--- src/rtl/iterative_divider_if.sv ---
// Handshake bundle for the iterative divider: request side (master) and divider side (slave).
// state_dbg mirrors the divider FSM so checkers can bind to it without reaching into the design.
interface iterative_divider_if #(
    parameter int n = 32
);
    logic         start;
    logic [n-1:0] a;
    logic [n-1:0] b;
    logic         is_signed;
    logic         busy;
    logic         done;
    logic [n-1:0] quotient;
    logic [n-1:0] remainder;
    logic         div_by_zero;
    logic [1:0]   state_dbg;

    // start is a one-cycle request taken only while busy==0; done is a
    // one-cycle pulse and results hold until the next completed operation.
    modport master (
        output start, a, b, is_signed,
        input  busy, done, quotient, remainder, div_by_zero, state_dbg
    );

    modport slave (
        input  start, a, b, is_signed,
        output busy, done, quotient, remainder, div_by_zero, state_dbg
    );
endinterface

--- src/rtl/iterative_divider.sv ---
// Multi-cycle restoring shift-subtract divider, one quotient bit per cycle.
// Optional signed (DIV) support is compiled in with the SIGNED_DIV_EN macro.
module iterative_divider #(
    parameter int n = 32
) (
    input logic               clk,
    input logic               rst,
    iterative_divider_if.slave bus
);
    localparam int cw = $clog2(n);

    typedef enum logic [1:0] {
        IDLE = 2'd0,
        RUN  = 2'd1,
        FIN  = 2'd2
    } state_t;

    state_t        state;
    logic [n-1:0]  dvd;
    logic [n-1:0]  rem;
    logic [n-1:0]  dvs;
    logic [cw-1:0] count;
    logic          dbz;

    logic [n:0]    pr;
    logic [n-1:0]  sub;
    logic          ge;
    logic          accept;
    logic [n-1:0]  a_mag;
    logic [n-1:0]  b_mag;
    logic [n-1:0]  q_fix;
    logic [n-1:0]  r_fix;

`ifdef SIGNED_DIV_EN
    logic neg_q;
    logic neg_r;
    logic a_neg;
    logic b_neg;
`else
    logic unused_is_signed;
    assign unused_is_signed = bus.is_signed;
`endif

    assign bus.state_dbg = state;

    always_comb begin
        accept = bus.start && (state != RUN);
        pr     = {rem, dvd[n-1]};
        ge     = (pr >= {1'b0, dvs});
        // When ge holds the difference is below dvs, so n bits suffice.
        sub    = pr[n-1:0] - dvs;
`ifdef SIGNED_DIV_EN
        a_neg  = bus.is_signed && bus.a[n-1];
        b_neg  = bus.is_signed && bus.b[n-1];
        a_mag  = a_neg ? -bus.a : bus.a;
        b_mag  = b_neg ? -bus.b : bus.b;
        q_fix  = neg_q ? -dvd : dvd;
        r_fix  = neg_r ? -rem : rem;
`else
        a_mag  = bus.a;
        b_mag  = bus.b;
        q_fix  = dvd;
        r_fix  = rem;
`endif
    end

    always_ff @(posedge clk) begin
        if (rst) begin
            state           <= IDLE;
            bus.busy        <= 1'b0;
            bus.done        <= 1'b0;
            bus.quotient    <= '0;
            bus.remainder   <= '0;
            bus.div_by_zero <= 1'b0;
            dvd             <= '0;
            rem             <= '0;
            dvs             <= '0;
            count           <= '0;
            dbz             <= 1'b0;
`ifdef SIGNED_DIV_EN
            neg_q           <= 1'b0;
            neg_r           <= 1'b0;
`endif
        end else begin
            bus.done <= 1'b0;
            case (state)
                RUN: begin
                    rem <= ge ? sub : pr[n-1:0];
                    dvd <= {dvd[n-2:0], ge};
                    if (count == '0) begin
                        state    <= FIN;
                        bus.busy <= 1'b0;
                    end else begin
                        count <= count - cw'(1);
                    end
                end
                FIN: begin
                    // Sign fix-up is folded into this output load, no extra cycle.
                    bus.done        <= 1'b1;
                    bus.quotient    <= q_fix;
                    bus.remainder   <= r_fix;
                    bus.div_by_zero <= dbz;
                    state           <= IDLE;
                end
                default: begin
                    state <= IDLE;
                end
            endcase

            // A start taken in FIN overrides the IDLE return but the old
            // result still lands on the outputs above.
            if (accept) begin
                dvs <= b_mag;
                dbz <= (bus.b == '0);
                if (bus.b == '0) begin
                    dvd   <= '1;
                    rem   <= bus.a;
                    state <= FIN;
`ifdef SIGNED_DIV_EN
                    neg_q <= 1'b0;
                    neg_r <= 1'b0;
`endif
                end else begin
                    dvd      <= a_mag;
                    rem      <= '0;
                    count    <= cw'(n - 1);
                    state    <= RUN;
                    bus.busy <= 1'b1;
`ifdef SIGNED_DIV_EN
                    neg_q    <= a_neg ^ b_neg;
                    neg_r    <= a_neg;
`endif
                end
            end
        end
    end
endmodule

--- src/flat_wrapper.sv ---
// flat-port wrapper written by rule: the top's interface ports become plain ports
module iterative_divider_flat 
#(
    parameter int n = 32
)
  (clk, rst, bus_start, bus_a, bus_b, bus_is_signed, bus_busy, bus_done, bus_quotient, bus_remainder, bus_div_by_zero, bus_state_dbg);
  iterative_divider_if #(.n(n)) bus_i ();
  input logic clk;
  input logic rst;
  input wire logic [$bits(bus_i.start)-1:0] bus_start;
  input wire logic [$bits(bus_i.a)-1:0] bus_a;
  input wire logic [$bits(bus_i.b)-1:0] bus_b;
  input wire logic [$bits(bus_i.is_signed)-1:0] bus_is_signed;
  output wire logic [$bits(bus_i.busy)-1:0] bus_busy;
  output wire logic [$bits(bus_i.done)-1:0] bus_done;
  output wire logic [$bits(bus_i.quotient)-1:0] bus_quotient;
  output wire logic [$bits(bus_i.remainder)-1:0] bus_remainder;
  output wire logic [$bits(bus_i.div_by_zero)-1:0] bus_div_by_zero;
  output wire logic [$bits(bus_i.state_dbg)-1:0] bus_state_dbg;
  assign bus_i.start = bus_start;
  assign bus_i.a = bus_a;
  assign bus_i.b = bus_b;
  assign bus_i.is_signed = bus_is_signed;
  assign bus_busy = bus_i.busy;
  assign bus_done = bus_i.done;
  assign bus_quotient = bus_i.quotient;
  assign bus_remainder = bus_i.remainder;
  assign bus_div_by_zero = bus_i.div_by_zero;
  assign bus_state_dbg = bus_i.state_dbg;
  iterative_divider #(.n(n)) u_core (.clk(clk), .rst(rst), .bus(bus_i));
endmodule
--- config.mk ---
export PLATFORM = sky130hd
export DESIGN_NAME = iterative_divider_flat
export DESIGN_NICKNAME = d
export VERILOG_FILES = /design/src/rtl/iterative_divider_if.sv /design/src/rtl/iterative_divider.sv /design/src/flat_wrapper.sv
export SDC_FILE = /design/constraint.sdc
export NUM_CORES = 1
export LEC_CHECK = 0
export ABC_AREA = 1
export ABC_CLOCK_PERIOD_IN_PS = 2200
export CORE_UTILIZATION = 40
export CTS_BUF_LIST = sky130_fd_sc_hd__clkbuf_8
export DETAILED_ROUTE_END_ITERATION = 10
export PLACE_DENSITY = 0.68
export SYNTH_ARGS = -nofsm -noshare
export SYNTH_HDL_FRONTEND = slang
export SYNTH_SLANG_ARGS = --single-unit
--- constraint.sdc ---
create_clock -name clk -period 2.2 [get_ports clk]
set_input_delay 0.22 -clock clk [delete_from_list [all_inputs] [get_ports clk]]
set_output_delay 0.22 -clock clk [all_outputs]
set_load 0.05 [all_outputs]
==> summary by stage <==
Outcome
The flow ran to the end, and the final reports show no timing, DRC or antenna violations.

Placement
The half-perimeter wire length after placement is 24,290 µm. The total placed cells including tap cells is 2,052. At the end of routability-driven placement, the weighted congestion stood at about 0.92. The count of input and output buffers is 135.

Critical path
In this run the critical register-to-register path is launched from u_core.r_fix[20]. The endpoint class of the critical path is a flip-flop. STA classifies the critical path startpoint as a flip-flop. The critical path in this run is classified as reg2reg. The maximum fanout count along the critical path is 7. Tracing the worst setup path back leads to its startpoint at u_core.r_fix[20]. The required time of the worst setup path is 2560 ps. The arrival time of the worst setup path is 2550 ps.

Run
The tool flagged a number of max-cap violations equal to 0.

Synthesis
The async set-or-reset flop fraction in the synthesized netlist is 0. The library cell with the largest summed area after synthesis is dfxtp_1. The number of nets handed over by synthesis was about 1,700.

For this run, the register share of the synthesized area comes to 0.3475. Synthesis handed over a netlist of 1,569 instances. The number of different library cells used by synthesis comes to 33. After synthesis, the most frequently instantiated cells are 392 x nand2_1, 251 x inv_1, 188 x o21ai_0, 176 x nor2_1, 171 x dfxtp_1.

The count of synthesis-stage warnings from yosys is 0. The number of enable flip-flop cells after synthesis is 0. The library cell with the highest instance count after synthesis is nand2_1. The post-synthesis instance area is 0.009851 mm².

Of the post-synthesis cell area, the dominant cell type holds 0.3475. The average cell area after synthesis is around 6.3 µm². By area the synthesized netlist is led by dfxtp_1 35%, nand2_1 15%, inv_1 9.6%. Among all flip-flop cells after synthesis, the most frequent one is dfxtp_1. Counting flops and latches in the post-synthesis netlist gives about 170.

CTS
Buffers inserted during clock tree synthesis total 17. Clock-pin slew was measured on the worst setup and hold paths at 110 ps. The library cell used as clock root buffer is clkbuf_8. Clock tree synthesis found a total of about 170 sinks. The number of buffers on the longest clock path is 2.

The total number of H-tree levels is 4. The clock tree from TritonCTS is yes. The clock reaches the later pin of the worst-skew pair after 470 ps.

Floorplanning
The initial utilization of the core area, before any placement, comes to 0.4062. The width of the die is 158.9 µm. In this run the count of I/O pins placed on the die edge is 137. The floorplan has 57 rows.

The total core area is 0.02425 mm². The area of the die is 0.02526 mm². The floorplan die height is approximately 160 µm.

Finish
At the end of the flow, the number of nets in the layout was 1,862. Measured on the finished design, the core utilization comes to 0.5541. Excluding fillers, the count of instances in the completed layout stands at 2,097.

The share of cells above drive strength 1 is 0.1743. The repair_antennas step left the layout with diodes totalling 0. The relative area change from synthesis to final layout is 36.39%.

Routing
The post-detailed-route DRC marker count is 0. The routed layout has 10,520 vias. After detailed routing, the average wire length per cell comes to ~16 µm. After the first detailed-routing iteration, the DRC count stood at 821.

The first-pass detailed-route iteration total is 5. The remaining antenna violation count is 0. Using the TritonRoute via totals, the vias-per-cell ratio works out to between 5 and 6. The final layout contains routed wiring with a total length of roughly 33,000 µm.

Power and ir drop
The largest voltage drop on the vdd net is 0.0004328 V. The static power due to leakage is between 0.006 and 0.007 µW. Power spread over the standard cell area amounts to 884.8 mW/mm². The post-route total power is ~12,000 µW.

STA
For the finished layout, the period the worst path requires is 2192 ps. The final sum of negative setup slack is 0 ps. The measured slew at the worst slew-check pin is 523.0 ps.

The worst hold slack is 296.2 ps. Setup violations remaining at the end of the flow were counted as 0. The count of endpoints failing hold in the final timing report was 0. Setup repair after global routing could not meet its margin everywhere.

The count of pins over their slew limit was 0. The final clock period utilization by the worst path is 0.9965. The highest clock frequency the design can meet is 0.4561 GHz. On the final layout, the worst clock skew is 15.90 ps. Headroom to the max-slew limit came out at 0.6502.

Worst hold path
In this run the most critical hold path is launched from bus_b[6]. The type of the worst min-delay path is in2reg.

GRT
The via count of the first global-routing pass came to 9,344. The number of antenna violations at the first check in global routing is 0. In the global route stage, overall resource usage came out at 0.2466. Summed over all layers, the global routing overflow is 0. The first-pass GRT wire length is 49,460 µm. Entering global routing, the biggest net connects slightly above 90 pins.
==> registers in the layout, indices dropped and copies added (netlist names) <==
name / count
u_core.bus.state_dbg: 2
u_core.bus.quotient: 32
u_core.r_fix: 32
u_core.dvd: 32
u_core.bus.remainder: 32
u_core.count: 5
u_core.dvs: 32
u_core.bus.busy: 1
u_core.bus.done: 1
u_core.dbz: 1
u_core.bus.div_by_zero: 1
==> worst paths after layout <==
path | cells after the start | slack (ps) | to
setup / recovery | 14 | 8 | u_core.r_fix[29]
hold / removal | 3 | 300 | u_core.dvs[6]
setup reg to reg | 14 | 8 | u_core.r_fix[29]
hold reg to reg | 2 | 470 | u_core.bus.div_by_zero
==> critical path, cell delays in order (launching register included) <==
cell     delay, ps
dfxtp_1        490
ha_4           270
nand2_1        100
nor2_2          70
nand2_1         60
nand2_1         70
nand2_1         80
nand2_2         70
nor2_4         250
nand2_8        130
nand2_2        130
buf_4          150
nand2_1         60
nand2_1         90
a21oi_2         50
==> repair_timing <==
item                       CTS  global route
cloned                       0             3
gates resized for setup      8           152
setup endpoints to repair   31            33
pin swaps                    0            35
setup buffers                0            10
hold buffers                 0             0
==> cell usage in the layout, fill, tap and decap left out, drive strengths merged, types with 3 or more instances in the layout <==
| cell | instances |
|---|---|
| a21oi | 113 |
| dfxtp | 171 |
| nand4 | 35 |
| inv | 263 |
| nand2 | 400 |
| nor3 | 7 |
| clkbuf | 20 |
| nor2 | 183 |
| nand3b | 24 |
| xor2 | 16 |
| nand3 | 56 |
| clkdlybuf4s50 | 135 |
| o21bai | 4 |
| buf | 107 |
| clkinv | 7 |
| xnor2 | 3 |
| ha | 33 |
| o21ai | 188 |
==> power breakdown <==
group / total (µW) / internal (µW) / switching [µW]
combinational: 5750 / 2410 / 3340
clock: 2470 / 1010 / 1460
sequential: 3680 / 3410 / 261
total: 11900 / 6830 / 5060
==> cell families after synthesis <==
kind of cell,count (synthesis),share of synthesized area
flip-flops,171,0.3475
AND/OR/NAND/NOR,709,0.3056
buffers and inverters,329,0.1282
XOR/XNOR,19,0.01689
AO/OA/AOI/OAI,307,0.1579
adder cells (fa/ha/maj),34,0.04395
==> metrics by stage <==
stage                     area, µm²  worst slack (ps)
final                         13440             7.649
after global routing          13440            -88.13
after CTS                     12630            -2.762
after detailed placement      12140            -83.35
after global placement        12140            -60.87
after floorplan                9851             225.6
==> layout make-up <==
cell class / count / area, µm²
clock inverters: 15 / 212.7
fillers: 2386 / 10810
repair buffers: 245 / 2342
multi-input cells: 1069 / 5807
inverters: 256 / 960.9
well taps: 324 / 405.4
flip-flops and latches: 171 / 3473
clock buffers: 17 / 234.0
==> per-layer routing <==
layer  share of wire  GRT usage  up-vias
met2            0.47     0.4083      365
met3           0.060    0.03464       52
li1                -          -     5305
met4           0.024    0.06687        0
met5               0          0        -
met1            0.45     0.3351     4799
No activity file was read; power rests on OpenSTA's default activity.
